==> src/rtl/aes_ahb_pkg.sv <==
// Shared AHB-Lite encodings, register map and slave FSM states for the AES core bus interface.
package aes_ahb_pkg;

    localparam int unsigned ADDR_W    = 32;
    localparam int unsigned DATA_W    = 32;
    localparam int unsigned KEY_W     = 128;
    localparam int unsigned OFF_W     = 8;

    typedef enum logic [1:0] {
        ST_IDLE = 2'd0,
        ST_DATA = 2'd1,
        ST_ERR1 = 2'd2,
        ST_ERR2 = 2'd3
    } ahb_state_t;

    localparam logic [1:0] HTRANS_IDLE   = 2'b00;
    localparam logic [1:0] HTRANS_BUSY   = 2'b01;
    localparam logic [1:0] HTRANS_NONSEQ = 2'b10;
    localparam logic [1:0] HTRANS_SEQ    = 2'b11;

    localparam logic [2:0] HSIZE_WORD    = 3'b010;

    localparam logic [OFF_W-1:0] OFF_CTRL   = 8'h00;
    localparam logic [OFF_W-1:0] OFF_STATUS = 8'h04;
    localparam logic [OFF_W-1:0] OFF_SRC    = 8'h08;
    localparam logic [OFF_W-1:0] OFF_DST    = 8'h0C;
    localparam logic [OFF_W-1:0] OFF_SIZE   = 8'h10;
    localparam logic [OFF_W-1:0] OFF_KEY0   = 8'h14;
    localparam logic [OFF_W-1:0] OFF_KEY1   = 8'h18;
    localparam logic [OFF_W-1:0] OFF_KEY2   = 8'h1C;
    localparam logic [OFF_W-1:0] OFF_KEY3   = 8'h20;

endpackage

==> src/rtl/ahb_slave.sv <==
// AHB-Lite register slave for the AES core: control/status, DMA pointers and key,
// zero-wait OKAY for legal word accesses and a two-cycle ERROR response otherwise.
module ahb_slave
    import aes_ahb_pkg::*;
(
    input  logic              hclk,
    input  logic              n_rst,
    input  logic              hsel,
    input  logic [ADDR_W-1:0] haddr,
    input  logic [1:0]        htrans,
    input  logic              hwrite,
    input  logic [2:0]        hsize,
    input  logic [DATA_W-1:0] hwdata,
    input  logic              hready,
    output logic              hreadyout,
    output logic              hresp,
    output logic [DATA_W-1:0] hrdata,
    output logic              start,
    output logic              mode,
    output logic [ADDR_W-1:0] src_addr,
    output logic [ADDR_W-1:0] dst_addr,
    output logic [DATA_W-1:0] size,
    output logic [KEY_W-1:0]  key,
    input  logic              busy,
    input  logic              done
);

    ahb_state_t       state, next_state;
    logic [OFF_W-1:0] addr_q;
    logic             write_q;
    logic             done_flag;
    logic             accept;
    logic             legal;
    logic             ctrl_err;
    logic             do_write;

    // Word-sized, word-aligned access to a mapped offset in the low 256 bytes.
    function automatic logic legal_access(input logic [ADDR_W-1:0] a, input logic [2:0] sz);
        logic mapped;
        case (a[OFF_W-1:0])
            OFF_CTRL, OFF_STATUS, OFF_SRC, OFF_DST, OFF_SIZE,
            OFF_KEY0, OFF_KEY1, OFF_KEY2, OFF_KEY3: mapped = 1'b1;
            default:                                mapped = 1'b0;
        endcase
        return mapped && (a[ADDR_W-1:OFF_W] == '0) && (a[1:0] == 2'b00) && (sz == HSIZE_WORD);
    endfunction

    // START needs write data, so a start-while-busy request is only detectable in the data
    // phase; that cycle itself becomes the first ERROR cycle and the FSM moves to ERR2.
    assign ctrl_err = (state == ST_DATA) && write_q && (addr_q == OFF_CTRL) && hwdata[0] && busy;
    assign do_write = (state == ST_DATA) && write_q && !ctrl_err;

    always_comb begin
        next_state = state;
        accept     = 1'b0;
        legal      = legal_access(haddr, hsize);
        hreadyout  = 1'b1;
        hresp      = 1'b0;
        case (state)
            ST_IDLE, ST_ERR2: begin
                hresp  = (state == ST_ERR2);
                accept = hsel && hready && (htrans == HTRANS_NONSEQ || htrans == HTRANS_SEQ);
            end
            ST_DATA: begin
                if (ctrl_err) begin
                    hreadyout = 1'b0;
                    hresp     = 1'b1;
                end else begin
                    accept = hsel && hready && (htrans == HTRANS_NONSEQ || htrans == HTRANS_SEQ);
                end
            end
            ST_ERR1: begin
                hreadyout = 1'b0;
                hresp     = 1'b1;
            end
            default: ;
        endcase
        if (state == ST_ERR1 || ctrl_err) begin
            next_state = ST_ERR2;
        end else if (accept) begin
            next_state = legal ? ST_DATA : ST_ERR1;
        end else begin
            next_state = ST_IDLE;
        end
    end

    always_ff @(posedge hclk or negedge n_rst) begin
        if (!n_rst) begin
            state   <= ST_IDLE;
            addr_q  <= '0;
            write_q <= 1'b0;
        end else begin
            state <= next_state;
            if (accept) begin
                addr_q  <= haddr[OFF_W-1:0];
                write_q <= hwrite;
            end
        end
    end

    // Register file; done wins over a same-cycle write-1-to-clear of DONE.
    always_ff @(posedge hclk or negedge n_rst) begin
        if (!n_rst) begin
            start     <= 1'b0;
            mode      <= 1'b0;
            src_addr  <= '0;
            dst_addr  <= '0;
            size      <= '0;
            key       <= '0;
            done_flag <= 1'b0;
        end else begin
            start <= do_write && (addr_q == OFF_CTRL) && hwdata[0];
            if (do_write) begin
                case (addr_q)
                    OFF_CTRL: mode           <= hwdata[1];
                    OFF_SRC:  src_addr       <= hwdata;
                    OFF_DST:  dst_addr       <= hwdata;
                    OFF_SIZE: size           <= hwdata;
                    OFF_KEY0: key[31:0]      <= hwdata;
                    OFF_KEY1: key[63:32]     <= hwdata;
                    OFF_KEY2: key[95:64]     <= hwdata;
                    OFF_KEY3: key[127:96]    <= hwdata;
                    default: ;
                endcase
            end
            if (done) begin
                done_flag <= 1'b1;
            end else if (do_write && (addr_q == OFF_STATUS) && hwdata[1]) begin
                done_flag <= 1'b0;
            end
        end
    end

    // Read data straight from the registers so a read right after a write sees the new value.
    always_comb begin
        hrdata = '0;
        if (state == ST_DATA && !write_q) begin
            case (addr_q)
                OFF_CTRL:   hrdata = {30'b0, mode, 1'b0};
                OFF_STATUS: hrdata = {30'b0, done_flag, busy};
                OFF_SRC:    hrdata = src_addr;
                OFF_DST:    hrdata = dst_addr;
                OFF_SIZE:   hrdata = size;
                default:    hrdata = '0;
            endcase
        end
    end

endmodule

==> config.mk <==
export PLATFORM = sky130hd
export DESIGN_NAME = ahb_slave
export DESIGN_NICKNAME = d
export VERILOG_FILES = /design/src/rtl/aes_ahb_pkg.sv /design/src/rtl/ahb_slave.sv
export SDC_FILE = /design/constraint.sdc
export NUM_CORES = 1
export LEC_CHECK = 0
export CORE_MARGIN = 4
export CORE_UTILIZATION = 34
export DETAILED_ROUTE_END_ITERATION = 10
export PLACE_DENSITY = 0.72
export SLEW_MARGIN = 25
export SYNTH_ARGS = -nofsm -noshare
export SYNTH_HDL_FRONTEND = slang
export SYNTH_SLANG_ARGS = --single-unit
export TNS_END_PERCENT = 10
==> constraint.sdc <==
create_clock -name hclk -period 2 [get_ports hclk]
set_input_delay 0.5 -clock hclk [delete_from_list [all_inputs] [get_ports hclk]]
set_output_delay 0.5 -clock hclk [all_outputs]
set_load 0.01 [all_outputs]
==> metrics.yaml <==
area_growth_pct: 64.1
async_reset_ff_frac: 1.00
totalWireLength_mm: 33.3
cts.sinks: 238
antenna_found_initial: 0
slew_viol_final: 0
cellPowerDensity_nw_per_um2: 906
rows: 61
finalWorstSetupSlack_ns: -0.873
reg2reg_from: "addr_q[6]"
setup-violations-final: 107
initialDrtViolationCount: 385
synth-seq-cells: 238
synth_seq_area_share: 0.611
period_share: 1.44
hpwl_mm: 22.5
numPortBuffers: 334
fp.dieH_um: 177
swShare: 0.270
dieArea_um2: 31400
fin_crit_ns: 2.87
pin_count: 336
gp_congestion: 0.774
violations: "setup timing"
p_leak_nw: 7.28
finClkSkew_ns: 0.0187
p_int_w: 0.0106
worstPathArrival_ns: 2.37
cts_buffers: 26
max-cap-violations: 0
yosysTopAreaCellShare: 0.611
yosys_warnings: 0
grtUsageTotal: 0.202
power_w: 0.0145
drc: 0
worst_pin_slew_ns: 0.633
vias: 7433
wl_per_cell_um: 22.5
core_area_um2: 28000
crit_path_end_kind: "output pin"
h-tree-depth: 1
worstSetupStartpointType: "register"
clkLatencyLatePin_ns: 0.53
grt_start_max_net_pins: 57
start_util: 0.348
synth_nets: 744
ant_nets: 0
cts_tree: "built"
rsz0062_at_grt: "yes"
grt_pass1_wl_mm: 49.1
synth_edf_count: 0
ir_drop_mv: 0.661
root_buffer: "clkbuf_16"
final_util: 0.571
status: "complete, but fails checks"
post-synth-top-area-cell: "dfrtp_1"
num_antenna_cells: 0
hold_path_class: "in2async"
pwr-share-clk: 0.340
required_ns: 1.50
relSlewSlack: 0.578
comb_power_share: 0.245
num-nets-final: 1161
syn_inst: 665
synth_area_leaders: "dfrtp_1 (61%), mux2_2 (19%), mux2_1 (8.1%), a22oi_1 (2.4%), a21oi_1 (1.5%)"
die_x_um: 177
synthFlopType: "dfrtp_1"
critPathMaxFanout: 7
layout-drive-gt1-share: 0.419
post_drt_via_cell_ratio: 5.03
clk_pin_slew_worst_paths_ns: 0.06
drt_pass1_iterations: 4
avgSynthCellArea_um2: 14.7
yosysUniqueCellTypes: 38
clock_path_buffers: 3
syn-cell-area_um2: 9740
hold_viol: 0
p_sw_w: 0.00391
seq_power_share: 0.416
max_freq_ghz: 0.348
path_class: "reg2out"
grt_pass1_vias: 7927
worstSetupStartpoint: "addr_q[6]"
grt_overflow: 0
through the flow:
stage / instance area (um^2) / std cells / setup TNS (ns) / hold WS, ns / setup slack [ns]
after global routing: 16000 / 1479 / -48.77 / 0.496 / -0.990
after CTS: 15600 / 1476 / -31.64 / 0.473 / -0.924
after detailed placement: 14400 / 1412 / -33.49 / 0.446 / -0.812
after floorplan: 9960 / 665 / -3.83 / 0.204 / -0.128
final: 16000 / 1479 / -39.70 / 0.484 / -0.873
after global placement: 14400 / 1412 / -30.57 / 0.445 / -0.828
per-layer routing:
| metal | part of all wire | track usage |
|---|---|---|
| met1 | 0.42 | 0.259 |
| met2 | 0.49 | 0.345 |
| met3 | 0.073 | 0.0548 |
| met4 | 0.020 | 0.0451 |
| met5 | 0 | 0 |
cells in the mapped netlist, drive strengths merged, types with 3 or more instances:
cell type,count
nand2,31
o21ai,3
mux2,234
nor4,8
a21oi,31
clkbuf,10
inv,3
buf,30
nand4,6
nor2b,3
a22oi,31
nor3,3
dfrtp,238
nand3,3
a21o,3
nor2,4
ha,3
and4b,3
repair_timing:
item	in CTS	in global routing
endpoints found under the setup margin	216	297
hold endpoints to repair	35	0
gates resized for setup	239	120
pin swaps	14	26
buffers inserted	13	7
hold buffers	1	0
cloned	3	1
critical path: stages, from the launching register on:
cell and delay [ns]:
dfrtp_2 0.45, nor4_4 0.39, and4_4 0.31, buf_12 0.15, buf_12 0.14, a222oi_1 0.15
nor2_4 0.16, buf_6 0.11
cell families (layout without fill, tap and decap cells):
group,count (synthesis),after routing,synth area share
DFF,238,238,0.611
AOI/OAI and AO/OA,72,72,0.0479
and+or+nand+nor,73,73,0.0430
muxes,236,236,0.274
buffers and inverters,43,479,0.0203
adders and majority gates,3,3,0.00385
flip-flops by register name (all words and copies together) (netlist names):
name	flops
key	128
dst_addr	32
size	32
src_addr	32
addr_q	8
state	2
done_flag	1
mode	1
start	1
write_q	1
worst paths after layout:
check | end | slack [ns] | depth (start not counted)
max reg2reg | dst_addr[19] | -0.21 | 8
max | hrdata[11] | -0.87 | 7
min reg2reg | key[107] | 0.50 | 1
min | size[0] | 0.48 | 2
max in group asynchronous | key[34] | 0.87 | 3
min in group hclk | key[107] | 0.50 | 1
power by group through the flow:
stage	Sequential [W]	Clock [W]	Combinational, W
floorplan	0.00623	0	0.000943
global placement	0.00604	0	0.00330
detailed placement	0.00607	0	0.00335
CTS	0.00599	0.00505	0.00349
global route	0.00611	0.00524	0.00378
finish	0.00602	0.00492	0.00355
cell usage in the layout (no fill, tap or decap), types with 13 or more instances in the layout:
master and instances:
mux2_4 51, nand2_1 26, a21oi_2 21, buf_2 23
a22oi_1 13, clkdlybuf4s50_1 204, buf_6 22, mux2_2 164
mux2_1 19, clkbuf_16 28, buf_12 27, dlygate4sd2_1 37
dfrtp_1 236, dlymetal6s2s_1 58, buf_4 52, a22oi_2 18
layout make-up:
cell class / instances / area (um^2)
Timing Repair Buffer: 429 / 4510
Multi-Input combinational cell: 384 / 4150
Fill cell: 2303 / 12000
Tap cell: 378 / 473
Clock inverter: 9 / 97.6
Clock buffer: 38 / 797
Inverter: 3 / 11.3
Sequential cell: 238 / 5960
Note: power is estimated with default switching activity, not from simulation.
